## config.mk

```make
export PLATFORM = sky130hd
export DESIGN_NAME = id_ex_stage_flat
export DESIGN_NICKNAME = d
export VERILOG_FILES = /design/src/rtl/id_ex_stage_if.sv /design/src/rtl/id_ex_stage.sv /design/src/flat_wrapper.sv
export SDC_FILE = /design/constraint.sdc
export NUM_CORES = 1
export LEC_CHECK = 0
export CAP_MARGIN = 15
export CORE_AREA = 4 4 125 127
export CTS_CLUSTER_SIZE = 24
export DETAILED_ROUTE_END_ITERATION = 8
export DIE_AREA = 0 0 129 131
export DONT_BUFFER_PORTS = 1
export PLACE_DENSITY_LB_ADDON = 0.2
export SYNTH_ARGS = -nofsm -noshare
export SYNTH_HDL_FRONTEND = slang
export SYNTH_SLANG_ARGS = --single-unit
```

## constraint.sdc

```tcl
create_clock -name clk -period 4.85 [get_ports clk]
set_clock_uncertainty 0.05 [all_clocks]
set_input_delay 1.2125 -clock clk [delete_from_list [all_inputs] [get_ports clk]]
set_output_delay 1.2125 -clock clk [all_outputs]
set_load 0.005 [all_outputs]
```

## src/rtl/id_ex_stage_if.sv

```systemverilog
// Signal bundle between the IF/ID register, the register file read ports,
// the writeback port, and the execute stage around id_ex_stage.
interface id_ex_stage_if;
    logic        id_valid;
    logic [31:0] id_instr;
    logic [31:0] id_pc_plus4;
    logic        flush;
    logic [4:0]  ra0;
    logic [4:0]  ra1;
    logic [31:0] rd0;
    logic [31:0] rd1;
    logic        wb_we;
    logic [4:0]  wb_wa;
    logic [31:0] wb_wd;
    logic        stall;
    logic        ex_valid;
    logic [2:0]  ex_alu_op;
    logic        ex_alu_src;
    logic [31:0] ex_op_a;
    logic [31:0] ex_op_b;
    logic [31:0] ex_imm;
    logic [4:0]  ex_dest;
    logic        ex_reg_write;
    logic        ex_mem_read;
    logic        ex_mem_write;
    logic        ex_branch;
    logic [31:0] ex_pc_plus4;
    logic        ex_illegal;

    modport master (
        output id_valid, id_instr, id_pc_plus4, flush, rd0, rd1, wb_we, wb_wa, wb_wd,
        input  ra0, ra1, stall, ex_valid, ex_alu_op, ex_alu_src, ex_op_a, ex_op_b, ex_imm,
               ex_dest, ex_reg_write, ex_mem_read, ex_mem_write, ex_branch, ex_pc_plus4,
               ex_illegal
    );

    modport slave (
        input  id_valid, id_instr, id_pc_plus4, flush, rd0, rd1, wb_we, wb_wa, wb_wd,
        output ra0, ra1, stall, ex_valid, ex_alu_op, ex_alu_src, ex_op_a, ex_op_b, ex_imm,
               ex_dest, ex_reg_write, ex_mem_read, ex_mem_write, ex_branch, ex_pc_plus4,
               ex_illegal
    );
endinterface

```

## src/rtl/id_ex_stage.sv

```systemverilog
// Decode stage plus ID/EX pipeline register: control decode, writeback bypass,
// load-use hazard detection and bubble insertion on flush/stall/illegal.
module id_ex_stage (
    input  logic          clk,
    input  logic          rst,
    id_ex_stage_if.slave  bus
);
    typedef struct packed {
        logic        valid;
        logic [2:0]  alu_op;
        logic        alu_src;
        logic [31:0] op_a;
        logic [31:0] op_b;
        logic [31:0] imm;
        logic [4:0]  dest;
        logic        reg_write;
        logic        mem_read;
        logic        mem_write;
        logic        branch;
        logic [31:0] pc_plus4;
        logic        illegal;
    } ex_t;

    ex_t ex_d;
    ex_t ex_q;

    logic [5:0]  opcode_s;
    logic [5:0]  funct_s;
    logic [4:0]  rs_s;
    logic [4:0]  rt_s;
    logic [4:0]  rd_s;
    logic [2:0]  alu_op_s;
    logic        alu_src_s;
    logic        mem_read_s;
    logic        mem_write_s;
    logic        branch_s;
    logic        reg_write_s;
    logic [4:0]  dest_s;
    logic        legal_s;
    logic        reads_rt_s;
    logic        stall_s;
    logic [31:0] op_a_s;
    logic [31:0] op_b_s;

    assign opcode_s = bus.id_instr[31:26];
    assign rs_s     = bus.id_instr[25:21];
    assign rt_s     = bus.id_instr[20:16];
    assign rd_s     = bus.id_instr[15:11];
    assign funct_s  = bus.id_instr[5:0];
    assign bus.ra0  = rs_s;
    assign bus.ra1  = rt_s;

    // Opcode/funct decode into control bits.
    always_comb begin
        alu_op_s    = 3'd0;
        alu_src_s   = 1'b0;
        mem_read_s  = 1'b0;
        mem_write_s = 1'b0;
        branch_s    = 1'b0;
        reg_write_s = 1'b0;
        dest_s      = 5'd0;
        legal_s     = 1'b0;
        reads_rt_s  = 1'b0;
        case (opcode_s)
            6'h00: begin
                reads_rt_s  = 1'b1;
                dest_s      = rd_s;
                reg_write_s = 1'b1;
                legal_s     = 1'b1;
                case (funct_s)
                    6'h20:   alu_op_s = 3'd0;
                    6'h22:   alu_op_s = 3'd1;
                    6'h24:   alu_op_s = 3'd2;
                    6'h25:   alu_op_s = 3'd3;
                    6'h2A:   alu_op_s = 3'd4;
                    default: legal_s  = 1'b0;
                endcase
            end
            6'h23: begin
                alu_src_s   = 1'b1;
                mem_read_s  = 1'b1;
                dest_s      = rt_s;
                reg_write_s = 1'b1;
                legal_s     = 1'b1;
            end
            6'h2B: begin
                alu_src_s   = 1'b1;
                mem_write_s = 1'b1;
                reads_rt_s  = 1'b1;
                legal_s     = 1'b1;
            end
            6'h08: begin
                alu_src_s   = 1'b1;
                dest_s      = rt_s;
                reg_write_s = 1'b1;
                legal_s     = 1'b1;
            end
            6'h04: begin
                alu_op_s   = 3'd1;
                branch_s   = 1'b1;
                reads_rt_s = 1'b1;
                legal_s    = 1'b1;
            end
            default: legal_s = 1'b0;
        endcase
    end

    // Load-use: the load in EX cannot forward in time, so hold decode one cycle.
    assign stall_s = bus.id_valid & ex_q.valid & ex_q.mem_read & (ex_q.dest != 5'd0) &
                     ((ex_q.dest == rs_s) | ((ex_q.dest == rt_s) & reads_rt_s));
    assign bus.stall = stall_s;

    // Operand fetch: $0 reads as zero, otherwise same-cycle writeback wins over the RF.
    always_comb begin
        if (rs_s == 5'd0) begin
            op_a_s = 32'd0;
        end else if (bus.wb_we && (bus.wb_wa == rs_s)) begin
            op_a_s = bus.wb_wd;
        end else begin
            op_a_s = bus.rd0;
        end
        if (rt_s == 5'd0) begin
            op_b_s = 32'd0;
        end else if (bus.wb_we && (bus.wb_wa == rt_s)) begin
            op_b_s = bus.wb_wd;
        end else begin
            op_b_s = bus.rd1;
        end
    end

    // Next ID/EX contents: bubble unless a legal, valid, unstalled, unflushed instruction.
    always_comb begin
        ex_d = '0;
        if (!bus.flush && !stall_s && bus.id_valid) begin
            if (legal_s) begin
                ex_d.valid     = 1'b1;
                ex_d.alu_op    = alu_op_s;
                ex_d.alu_src   = alu_src_s;
                ex_d.op_a      = op_a_s;
                ex_d.op_b      = op_b_s;
                ex_d.imm       = {{16{bus.id_instr[15]}}, bus.id_instr[15:0]};
                ex_d.dest      = dest_s;
                ex_d.reg_write = reg_write_s & (dest_s != 5'd0);
                ex_d.mem_read  = mem_read_s;
                ex_d.mem_write = mem_write_s;
                ex_d.branch    = branch_s;
                ex_d.pc_plus4  = bus.id_pc_plus4;
            end else begin
                ex_d.illegal = 1'b1;
            end
        end else begin
            ex_d.valid = 1'b0;
        end
    end

    // ID/EX register.
    always_ff @(posedge clk) begin
        if (rst) begin
            ex_q <= '0;
        end else begin
            ex_q <= ex_d;
        end
    end

    assign bus.ex_valid     = ex_q.valid;
    assign bus.ex_alu_op    = ex_q.alu_op;
    assign bus.ex_alu_src   = ex_q.alu_src;
    assign bus.ex_op_a      = ex_q.op_a;
    assign bus.ex_op_b      = ex_q.op_b;
    assign bus.ex_imm       = ex_q.imm;
    assign bus.ex_dest      = ex_q.dest;
    assign bus.ex_reg_write = ex_q.reg_write;
    assign bus.ex_mem_read  = ex_q.mem_read;
    assign bus.ex_mem_write = ex_q.mem_write;
    assign bus.ex_branch    = ex_q.branch;
    assign bus.ex_pc_plus4  = ex_q.pc_plus4;
    assign bus.ex_illegal   = ex_q.illegal;
endmodule
```

## src/flat_wrapper.sv

```systemverilog
// flat-port wrapper written by rule: the top's interface ports become plain ports
module id_ex_stage_flat 
  (clk, rst, bus_id_valid, bus_id_instr, bus_id_pc_plus4, bus_flush, bus_rd0, bus_rd1, bus_wb_we, bus_wb_wa, bus_wb_wd, bus_ra0, bus_ra1, bus_stall, bus_ex_valid, bus_ex_alu_op, bus_ex_alu_src, bus_ex_op_a, bus_ex_op_b, bus_ex_imm, bus_ex_dest, bus_ex_reg_write, bus_ex_mem_read, bus_ex_mem_write, bus_ex_branch, bus_ex_pc_plus4, bus_ex_illegal);
  id_ex_stage_if bus_i ();
  input  logic clk;
  input  logic rst;
  input wire logic [$bits(bus_i.id_valid)-1:0] bus_id_valid;
  input wire logic [$bits(bus_i.id_instr)-1:0] bus_id_instr;
  input wire logic [$bits(bus_i.id_pc_plus4)-1:0] bus_id_pc_plus4;
  input wire logic [$bits(bus_i.flush)-1:0] bus_flush;
  input wire logic [$bits(bus_i.rd0)-1:0] bus_rd0;
  input wire logic [$bits(bus_i.rd1)-1:0] bus_rd1;
  input wire logic [$bits(bus_i.wb_we)-1:0] bus_wb_we;
  input wire logic [$bits(bus_i.wb_wa)-1:0] bus_wb_wa;
  input wire logic [$bits(bus_i.wb_wd)-1:0] bus_wb_wd;
  output wire logic [$bits(bus_i.ra0)-1:0] bus_ra0;
  output wire logic [$bits(bus_i.ra1)-1:0] bus_ra1;
  output wire logic [$bits(bus_i.stall)-1:0] bus_stall;
  output wire logic [$bits(bus_i.ex_valid)-1:0] bus_ex_valid;
  output wire logic [$bits(bus_i.ex_alu_op)-1:0] bus_ex_alu_op;
  output wire logic [$bits(bus_i.ex_alu_src)-1:0] bus_ex_alu_src;
  output wire logic [$bits(bus_i.ex_op_a)-1:0] bus_ex_op_a;
  output wire logic [$bits(bus_i.ex_op_b)-1:0] bus_ex_op_b;
  output wire logic [$bits(bus_i.ex_imm)-1:0] bus_ex_imm;
  output wire logic [$bits(bus_i.ex_dest)-1:0] bus_ex_dest;
  output wire logic [$bits(bus_i.ex_reg_write)-1:0] bus_ex_reg_write;
  output wire logic [$bits(bus_i.ex_mem_read)-1:0] bus_ex_mem_read;
  output wire logic [$bits(bus_i.ex_mem_write)-1:0] bus_ex_mem_write;
  output wire logic [$bits(bus_i.ex_branch)-1:0] bus_ex_branch;
  output wire logic [$bits(bus_i.ex_pc_plus4)-1:0] bus_ex_pc_plus4;
  output wire logic [$bits(bus_i.ex_illegal)-1:0] bus_ex_illegal;
  assign bus_i.id_valid = bus_id_valid;
  assign bus_i.id_instr = bus_id_instr;
  assign bus_i.id_pc_plus4 = bus_id_pc_plus4;
  assign bus_i.flush = bus_flush;
  assign bus_i.rd0 = bus_rd0;
  assign bus_i.rd1 = bus_rd1;
  assign bus_i.wb_we = bus_wb_we;
  assign bus_i.wb_wa = bus_wb_wa;
  assign bus_i.wb_wd = bus_wb_wd;
  assign bus_ra0 = bus_i.ra0;
  assign bus_ra1 = bus_i.ra1;
  assign bus_stall = bus_i.stall;
  assign bus_ex_valid = bus_i.ex_valid;
  assign bus_ex_alu_op = bus_i.ex_alu_op;
  assign bus_ex_alu_src = bus_i.ex_alu_src;
  assign bus_ex_op_a = bus_i.ex_op_a;
  assign bus_ex_op_b = bus_i.ex_op_b;
  assign bus_ex_imm = bus_i.ex_imm;
  assign bus_ex_dest = bus_i.ex_dest;
  assign bus_ex_reg_write = bus_i.ex_reg_write;
  assign bus_ex_mem_read = bus_i.ex_mem_read;
  assign bus_ex_mem_write = bus_i.ex_mem_write;
  assign bus_ex_branch = bus_i.ex_branch;
  assign bus_ex_pc_plus4 = bus_i.ex_pc_plus4;
  assign bus_ex_illegal = bus_i.ex_illegal;
  id_ex_stage u_core (.clk(clk), .rst(rst), .bus(bus_i));
endmodule
```

==> run metrics, run 1 <==
post-synthesis sequential area ratio 0.544; core area 14400 µm²; slowest stage cell on the critical path nor4_1; Longest Clk Path Bufs 2; RR Endpoint u_core.bus.ex_alu_op[1]$_SDFF_PP0_; fill cell count 1462; cell depth of the worst flop-to-flop path 6; Die X 129 µm; Mapped Nets 616; P_leak 1.89 nW; Levels on crit path 4; Pwr Total 2.31 mW; cts hold-fix bufs 0; cell row count 44; cell count after synthesis 446; critical path, cell by cell xor2_1 > nor4_1 > nand4_1 > nand2_1; RR Startpoint u_core.bus.ex_dest[4]$_SDFF_PP0_; startpoint types primary input; CP Capture Type output port; Initial DRC Count 183; Yosys warnings 0; worst hold margin 837 ps; Initial Util 0.324; Vias/cell 4.96; unrepaired setup endpoints after global routing false; initial antenna violation count 0; Crit path largest cell delay 420 ps; Final period util 0.714; n_diodes 0; Worst Hold Class in -> reg; pin count of the biggest net entering global routing 62; reg-to-reg setup timing slack 2690 ps; Port-buffer cells 0; Worst EP required 3590 ps; syn_area_per_cell 10.5 µm²; Area growth syn-to-layout 10.8%; htree depth 4; vias in the first global route 3059; asr flop ratio synth 0; Int Power 1.85 mW; # DRC 0; CTS tree done; Yosys reg bits 127; Switching Share 0.201; Slew Limit Fails 0; post-DP HPWL 9890 µm; clock latency on the worst-skew pair 410 ps; crit-path leading delay family simple AND/OR/NAND/NOR gates; kind of critical path in -> out; share of cells above drive strength 1 0.0839; Critical Path Source bus_id_instr[20]; Antenna Violating Nets Remaining 0; Final Hold Fails 0; post-CTS setup buffer count 0; worst setup path end bus_stall; outcome complete, no violations; CTS buffer count 17; pwr dens 446 nW/µm²; clock power share 0.520; Net Switching 0.463 mW; GRT Util Overall 0.147; die area 16900 µm²; relative max-transition margin 0.294; Sequential Power Share 0.455; Root Buffer clkbuf_16; Final min period 3460 ps; maximum vdd ir drop 226 µV; EDFF count, synth 0; Die H 131 µm; Max-Cap Viols 0; routed wire length 13000 µm; via count 3043; synthesized cell area 4680 µm²; f_max 0.289 GHz; library cells used by synthesis 39; worst-margin pin slew 1060 ps; drt pass-1 iters 4; dominant synthesized flop cell dfxtp_1; Data arrival, critical path 2200 ps; fin nets 590; final setup violation count 0; Reg clk slew, reported paths 50 ps; most frequent cells in the layout 127 x dfxtp_1, 70 x nor2_1, 65 x mux2i_1; commonest non-fill, non-tap cell in the layout dfxtp_1; TNS Setup 0 ps; Overflow after GRT 0; CP Max Fanout 5; WP buf/inv 0; IO Count 324; PostCTS Resize Cnt 0; DR WL/cell 21.1 µm; clock tree sinks 127; Placer Congestion 0.727; combinational share of power 0.025; first-pass GRT wire length 18300 µm
-- logic make-up (layout without fill, tap and decap cells) --
kind of cell    Yosys count  count (layout)  share of synthesized area
simple gates            165             165                      0.183
flops                   127             127                      0.544
mux                      65              65                      0.139
buf+inv                  50              33                     0.0671
xor+xnor                 20              20                     0.0375
compound gates           19              19                     0.0297
-- layout make-up --
type	count	area, µm²	share of cell area
Multi-Input combinational cell	269	1820	0.352
Sequential cell	127	2540	0.491
Clock buffer	21	460	0.0889
Clock inverter	7	90.1	0.0174
Tap cell	184	230	0.0444
Timing Repair Buffer	4	30.0	0.00580
Inverter	1	3.75	0.000725
-- how the worst min path moves through the flow --
| stage | from | end | slack, ps | cells after the start |
|---|---|---|---|---|
| after floorplan | u_core.bus.ex_valid$_SDFF_PP0_ | u_core.bus.ex_illegal$_SDFF_PP0_ | 670 | 5 |
| after global placement | u_core.bus.ex_valid$_SDFF_PP0_ | u_core.bus.ex_illegal$_SDFF_PP0_ | 830 | 5 |
| after detailed placement | u_core.bus.ex_valid$_SDFF_PP0_ | u_core.bus.ex_illegal$_SDFF_PP0_ | 880 | 5 |
| after CTS | bus_id_instr[30] | u_core.bus.ex_alu_src$_SDFF_PP0_ | 810 | 1 |
| after global routing | bus_id_instr[30] | u_core.bus.ex_alu_src$_SDFF_PP0_ | 810 | 1 |
| final | bus_id_instr[30] | u_core.bus.ex_alu_src$_SDFF_PP0_ | 840 | 1 |
-- registers in the layout, indices dropped and copies added (netlist names) --
| register | cells |
|---|---|
| u_core.bus.ex_reg_write | 1 |
| u_core.bus.ex_imm | 16 |
| u_core.bus.ex_pc_plus4 | 32 |
| u_core.bus.ex_branch | 1 |
| u_core.bus.ex_alu_src | 1 |
| u_core.bus.ex_mem_read | 1 |
| u_core.bus.ex_alu_op | 3 |
| u_core.bus.ex_mem_write | 1 |
| u_core.bus.ex_illegal | 1 |
| u_core.bus.ex_op_a | 32 |
| u_core.bus.ex_op_b | 32 |
| u_core.bus.ex_dest | 5 |
| u_core.bus.ex_valid | 1 |
-- worst reg2reg max path, stage by stage, from the launching register on --
cell and delay (ps):
dfxtp_1 440, xor2_1 110, nor4_1 420, nand4_1 250, and4_1 220, buf_4 270
and4bb_2 300
-- power groups by stage --
stage | clock (mW) | combinational [mW] | sequential (mW)
floorplan | 0 | 0.0585 | 1.07
global placement | 0 | 0.0580 | 1.07
detailed placement | 0 | 0.0585 | 1.07
CTS | 1.23 | 0.0585 | 1.05
global route | 1.29 | 0.0653 | 1.05
finish | 1.20 | 0.0584 | 1.05
-- synth_stat cells, types with 2 or more instances --
cell type,n,area (µm²)
and2_1,49,307
buf_4,28,210
nand2_1,6,22.5
nor2_1,70,263
nand4_1,4,25.0
nor4_1,4,25.0
clkbuf_1,9,33.8
and4_1,2,17.5
a21oi_1,4,20.0
clkbuf_2,5,25.0
o21ai_0,2,10.0
xor2_1,16,140
dfxtp_1,127,2540
xnor2_1,4,35.0
mux2i_1,65,651
buf_2,6,30.0
nor3_1,7,35.0
and3_1,4,25.0
nor3b_1,2,15.0
nand3_1,3,15.0
nor2b_1,7,43.8
a22oi_1,5,37.5
-- routing by layer --
metal / GRT usage / share of wire / up-vias / wire length [µm]
met5: 0 / 0 / - / 0
met4: 0.0581 / 0.014 / 0 / 181
met3: 0.0732 / 0.10 / 15 / 1350
met2: 0.234 / 0.50 / 189 / 6420
met1: 0.168 / 0.39 / 1440 / 5000
li1: - / - / 1399 / -
-- per-stage QoR --
step / utilization / instances / area [µm²] / setup slack [ps]
final: 0.359 / 613 / 5180 / 1390
after detailed placement: 0.321 / 585 / 4630 / 1400
after global placement: 0.321 / 585 / 4630 / 1410
after global routing: 0.359 / 613 / 5180 / 1310
after CTS: 0.359 / 613 / 5180 / 1400
after floorplan: - / 446 / 4680 / 1570
Note: power is estimated with default switching activity, not from simulation.
==> inputs of run 2 (changes only) <==
==> constraint.sdc (replaced) <==
create_clock -name clk -period 3.1 [get_ports clk]
set_clock_uncertainty 0.05 [all_clocks]
set_input_delay 0.775 -clock clk [delete_from_list [all_inputs] [get_ports clk]]
set_output_delay 0.775 -clock clk [all_outputs]
set_load 0.005 [all_outputs]
==> run 2 against run 1 <==
Setup slack got worse by 880 ps; first-iteration DRC count fell by 37%; die area did not move; clock power rose by 55%; flip-flop and latch count did not move; routed wire length fell by 1.2%; power rose by 56%; highest routed layer unchanged; critical endpoint unchanged; combinational power rose by 58%; largest cell class unchanged; worst hold slack got worse by 440 ps; largest power group unchanged.
==> run metrics, run 2 (synthesis gave the netlist of run 1 again) <==
outcome complete, no violations; Area after DPL 4680 µm²; Crit path largest cell delay 390 ps; non-filler cells, final 619; relative max-transition margin 0.448; met1 WL 4880 µm; routed wire length 12800 µm; design area 5240 µm²; Sequential Power Share 0.457; RR Startpoint u_core.bus.ex_dest[4]$_SDFF_PP0_; final setup violation count 0; Reg clk slew, reported paths 50 ps; fill cell count 1471; post-CTS setup buffer count 0; Port-buffer cells 0; CTS buffer count 17; drt pass-1 iters 4; FF/Latch Area 2540 µm²; first-pass GRT wire length 18200 µm; PostCTS Resize Cnt 0; worst setup margin 510 ps; Critical Path Source bus_id_instr[27]; vias in the first global route 3071; via count 2983; Area growth syn-to-layout 12.0%; share of cells above drive strength 1 0.0989; DR WL/cell 20.7 µm; worst hold margin 397 ps; clock latency on the worst-skew pair 410 ps; unrepaired setup endpoints after global routing false; clock power share 0.518; cts hold-fix bufs 0; met2 wire length 6420 µm; core area 14400 µm²; fin nets 594; Multi-input gate area 1820 µm²; Die H 131 µm; Overflow after GRT 0; WP buf/inv 0; Worst Hold Class in -> reg; combinational share of power 0.026; CP Max Fanout 5; Vias/cell 4.82; Antenna Violating Nets Remaining 0; Die X 129 µm; commonest non-fill, non-tap cell in the layout dfxtp_1; f_max 0.386 GHz; dpl cells 589; Int Power 2.85 mW; Root Buffer clkbuf_16; Post-Route Utilization 0.363; kind of critical path in -> out; post-DP HPWL 9940 µm; Switching Share 0.207; Data arrival, critical path 1760 ps; GRT Util Overall 0.145; IO Count 324; Final period util 0.835; startpoint types primary input; Longest Clk Path Bufs 2; hold path start bus_id_instr[30]; slowest stage cell on the critical path or3_4; cell row count 44; Initial DRC Count 115; worst-margin pin slew 827 ps; CP Capture Type output port; CTS tree done; die area 16900 µm²; TNS Setup 0 ps; Pwr Total 3.60 mW; clock tree sinks 127; most frequent cells in the layout 127 x dfxtp_1, 70 x nor2_1, 65 x mux2i_1; dpl ws 457 ps; htree depth 4; Final Hold Fails 0; Net Switching 0.744 mW; highest routed layer met4; maximum vdd ir drop 340 µV; met3 WL post-DR 1330 µm; Placer Congestion 0.697; Initial Util 0.324; pwr dens 687 nW/µm²; Worst EP required 2270 ps; # DRC 0; Slew Limit Fails 0; crit-path leading delay family simple AND/OR/NAND/NOR gates; Max-Cap Viols 0; critical path, cell by cell or3_4 > o22ai_1 > nand4_1 > nand2_1; Final min period 2590 ps; pin count of the biggest net entering global routing 47; initial antenna violation count 0; P_leak 1.92 nW; n_diodes 0
==> run 2: cell types whose count changed in the layout (fill, tap and decap cells not counted) <==
cell | previous run | this run
buf_12 | 0 | 2
buf_4 | 4 | 6
clkbuf_1 | 2 | 1
clkbuf_8 | 2 | 0
clkinv_2 | 3 | 6
clkinv_4 | 0 | 2
==> run 2: layout make-up <==
type                       instances  area share
sequential                       127       0.486
multi-input combinational        269       0.348
clock buffer                      18      0.0820
tap                              184      0.0440
clock inverter                    12      0.0234
timing repair buffer               8      0.0162
inverter                           1    0.000717
==> run 2: layer usage <==
metal / track usage / vias up
met5: 0 / -
met4: 0.0630 / 0
met3: 0.0683 / 12
met2: 0.237 / 171
met1: 0.164 / 1394
li1: - / 1406
==> run 2: path summary, 6_finish.rpt <==
path                                                              to  slack, ps  depth (start not counted)
worst min register to register      u_core.bus.ex_illegal$_SDFF_PP0_        900                          5
worst max-delay path                                       bus_stall        510                          4
worst max register to register  u_core.bus.ex_pc_plus4[3]$_SDFF_PP0_       1070                          6
worst min-delay path                u_core.bus.ex_alu_src$_SDFF_PP0_        400                          1
==> run 2: power by group through the flow <==
stage          Combinational, mW  Sequential (mW)  Clock, mW
2_1_floorplan             0.0915             1.68          0
3_3_place_gp              0.0922             1.68          0
3_5_place_dp              0.0931             1.68          0
4_1_cts                   0.0933             1.64       1.92
5_1_grt                    0.103             1.64       2.01
6_report                  0.0922             1.64       1.86
==> inputs of run 3 (changes only) <==
--- a/config.mk
+++ b/config.mk
@@ -6,10 +6,10 @@
 export NUM_CORES = 1
 export LEC_CHECK = 0
 export CAP_MARGIN = 15
-export CORE_AREA = 4 4 125 127
+export CORE_AREA = 4 4 122 124
 export CTS_CLUSTER_SIZE = 24
 export DETAILED_ROUTE_END_ITERATION = 8
-export DIE_AREA = 0 0 129 131
+export DIE_AREA = 0 0 126 128
 export DONT_BUFFER_PORTS = 1
 export PLACE_DENSITY_LB_ADDON = 0.2
 export SYNTH_ARGS = -nofsm -noshare
==> constraint.sdc (replaced) <==
create_clock -name clk -period 2.4 [get_ports clk]
set_clock_uncertainty 0.05 [all_clocks]
set_input_delay 0.6 -clock clk [delete_from_list [all_inputs] [get_ports clk]]
set_output_delay 0.6 -clock clk [all_outputs]
set_load 0.005 [all_outputs]
==> run 3 against run 2 <==
Sequential share of layout area is 1.0 points lower; utilization increased by 2.6 points; combinational power up 32%; sequential power increased by 29%; die area down 4.6%; register-to-register slack worse by 570 ps; first-iteration DRC count up 14%; critical path type is now reg -> out.
==> run metrics, run 3 (synthesis gave the netlist of run 1 again) <==
outcome complete, no violations; n_diodes 0; Die H 128 µm; vias in the first global route 3119; IO Count 324; Placer Congestion 0.795; core area 13800 µm²; Final Hold Fails 0; P_leak 1.98 nW; critical path, cell by cell xor2_1 > nor4_2 > nand4_1 > nand2_1; unrepaired setup endpoints after global routing false; relative max-transition margin 0.751; htree depth 4; reg-to-reg setup timing slack 500 ps; most frequent cells in the layout 125 x dfxtp_1, 70 x nor2_1, 65 x mux2i_1; met2 Usage GRT 0.253; via count 3022; maximum vdd ir drop 406 µV; drt pass-1 iters 4; Data arrival, critical path 1660 ps; pin count of the biggest net entering global routing 62; met3 usage 0.0821; TNS Setup 0 ps; # DRC 0; kind of critical path reg -> out; Reg clk slew, reported paths 60 ps; Port-buffer cells 0; Final period util 0.961; WP buf/inv 0; cts hold-fix bufs 0; initial antenna violation count 0; Area growth syn-to-layout 14.5%; CP Max Fanout 4; non-filler cells, final 621; GR peak layer met2; f_max 0.434 GHz; slowest stage cell on the critical path dfxtp_2; final setup violation count 0; startpoint types flip-flop; CTS tree done; share of cells above drive strength 1 0.113; post-DP HPWL 10200 µm; cell row count 43; clock tree sinks 127; Antenna Violating Nets Remaining 0; Die X 126 µm; worst-margin pin slew 370 ps; crit-path leading delay family simple AND/OR/NAND/NOR gates; GR Util met1 0.186; Final min period 2310 ps; DR WL/cell 21.4 µm; fin nets 598; Vias/cell 4.87; Pwr Total 4.84 mW; CP Capture Type output port; Max-Cap Viols 0; Worst Hold Class in -> reg; Overflow after GRT 0; pwr dens 903 nW/µm²; GRT Util Overall 0.159; commonest non-fill, non-tap cell in the layout dfxtp_1; dpl cells 588; CTS buffer count 17; Longest Clk Path Bufs 2; clock latency on the worst-skew pair 410 ps; routed wire length 13300 µm; Slew Limit Fails 0; Root Buffer clkbuf_16; first-pass GRT wire length 19100 µm; Worst EP required 1750 ps; Crit path largest cell delay 360 ps; Initial DRC Count 131; die area 16100 µm²; Initial Util 0.340
-- run 3: final timing paths --
path / cells past startpoint / end / from
max: 4 / bus_stall / u_core.bus.ex_dest[4]$_SDFF_PP0_
min: 1 / u_core.bus.ex_alu_src$_SDFF_PP0_ / bus_id_instr[30]
max reg2reg: 6 / u_core.bus.ex_alu_op[1]$_SDFF_PP0_ / u_core.bus.ex_dest[4]$_SDFF_PP0_
min reg2reg: 5 / u_core.bus.ex_illegal$_SDFF_PP0_ / u_core.bus.ex_valid$_SDFF_PP0_
-- run 3: layer usage --
metal | vias up | wire length (µm)
met5 | - | 0
met4 | 0 | 145
met3 | 11 | 1290
met2 | 167 | 6540
met1 | 1425 | 5300
li1 | 1419 | -
-- run 3: cell type report --
cell class,count,area [µm²]
timing repair buffer,12,153
inverter,1,3.75
clock inverter,10,136
clock buffer,22,464
sequential,127,2540
fill,1370,8420
multi-input combinational,269,1830
tap,180,225
-- run 3: worst register-to-register path, stage by stage (launching register included) --
cell and delay, ps:
dfxtp_2 360, xor2_1 160, nor4_2 360, nand4_1 220
and4_1 230, buf_12 180, and4bb_2 240
-- run 3: what timing repair did --
action / 4_1_cts / 5_1_grt
resized for setup: 3 / 0
buffers inserted: 0 / 1
endpoints found under the setup margin: 1 / 1
pin swaps: 0 / 1
-- run 3: stage by stage --
| stage | worst slack, ps | cell area (µm²) | hold slack, ps | utilization |
|---|---|---|---|---|
| 6_report | 94.0 | 5360 | 216 | 0.389 |
| 5_1_grt | 13.9 | 5360 | 203 | 0.389 |
| 4_1_cts | 53.1 | 5350 | 200 | 0.388 |
| 3_5_place_dp | 96.3 | 4740 | 643 | 0.344 |
| 3_3_place_gp | 124 | 4740 | 644 | 0.344 |
| 2_1_floorplan | 216 | 4680 | 633 | - |
-- run 3: where the power goes --
part	total (mW)	switching, mW	internal [mW]	leakage, nW
sequential	2.12	0.00458	2.12	1.02
combinational	0.122	0.0556	0.0664	0.666
clock	2.59	0.909	1.68	0.286
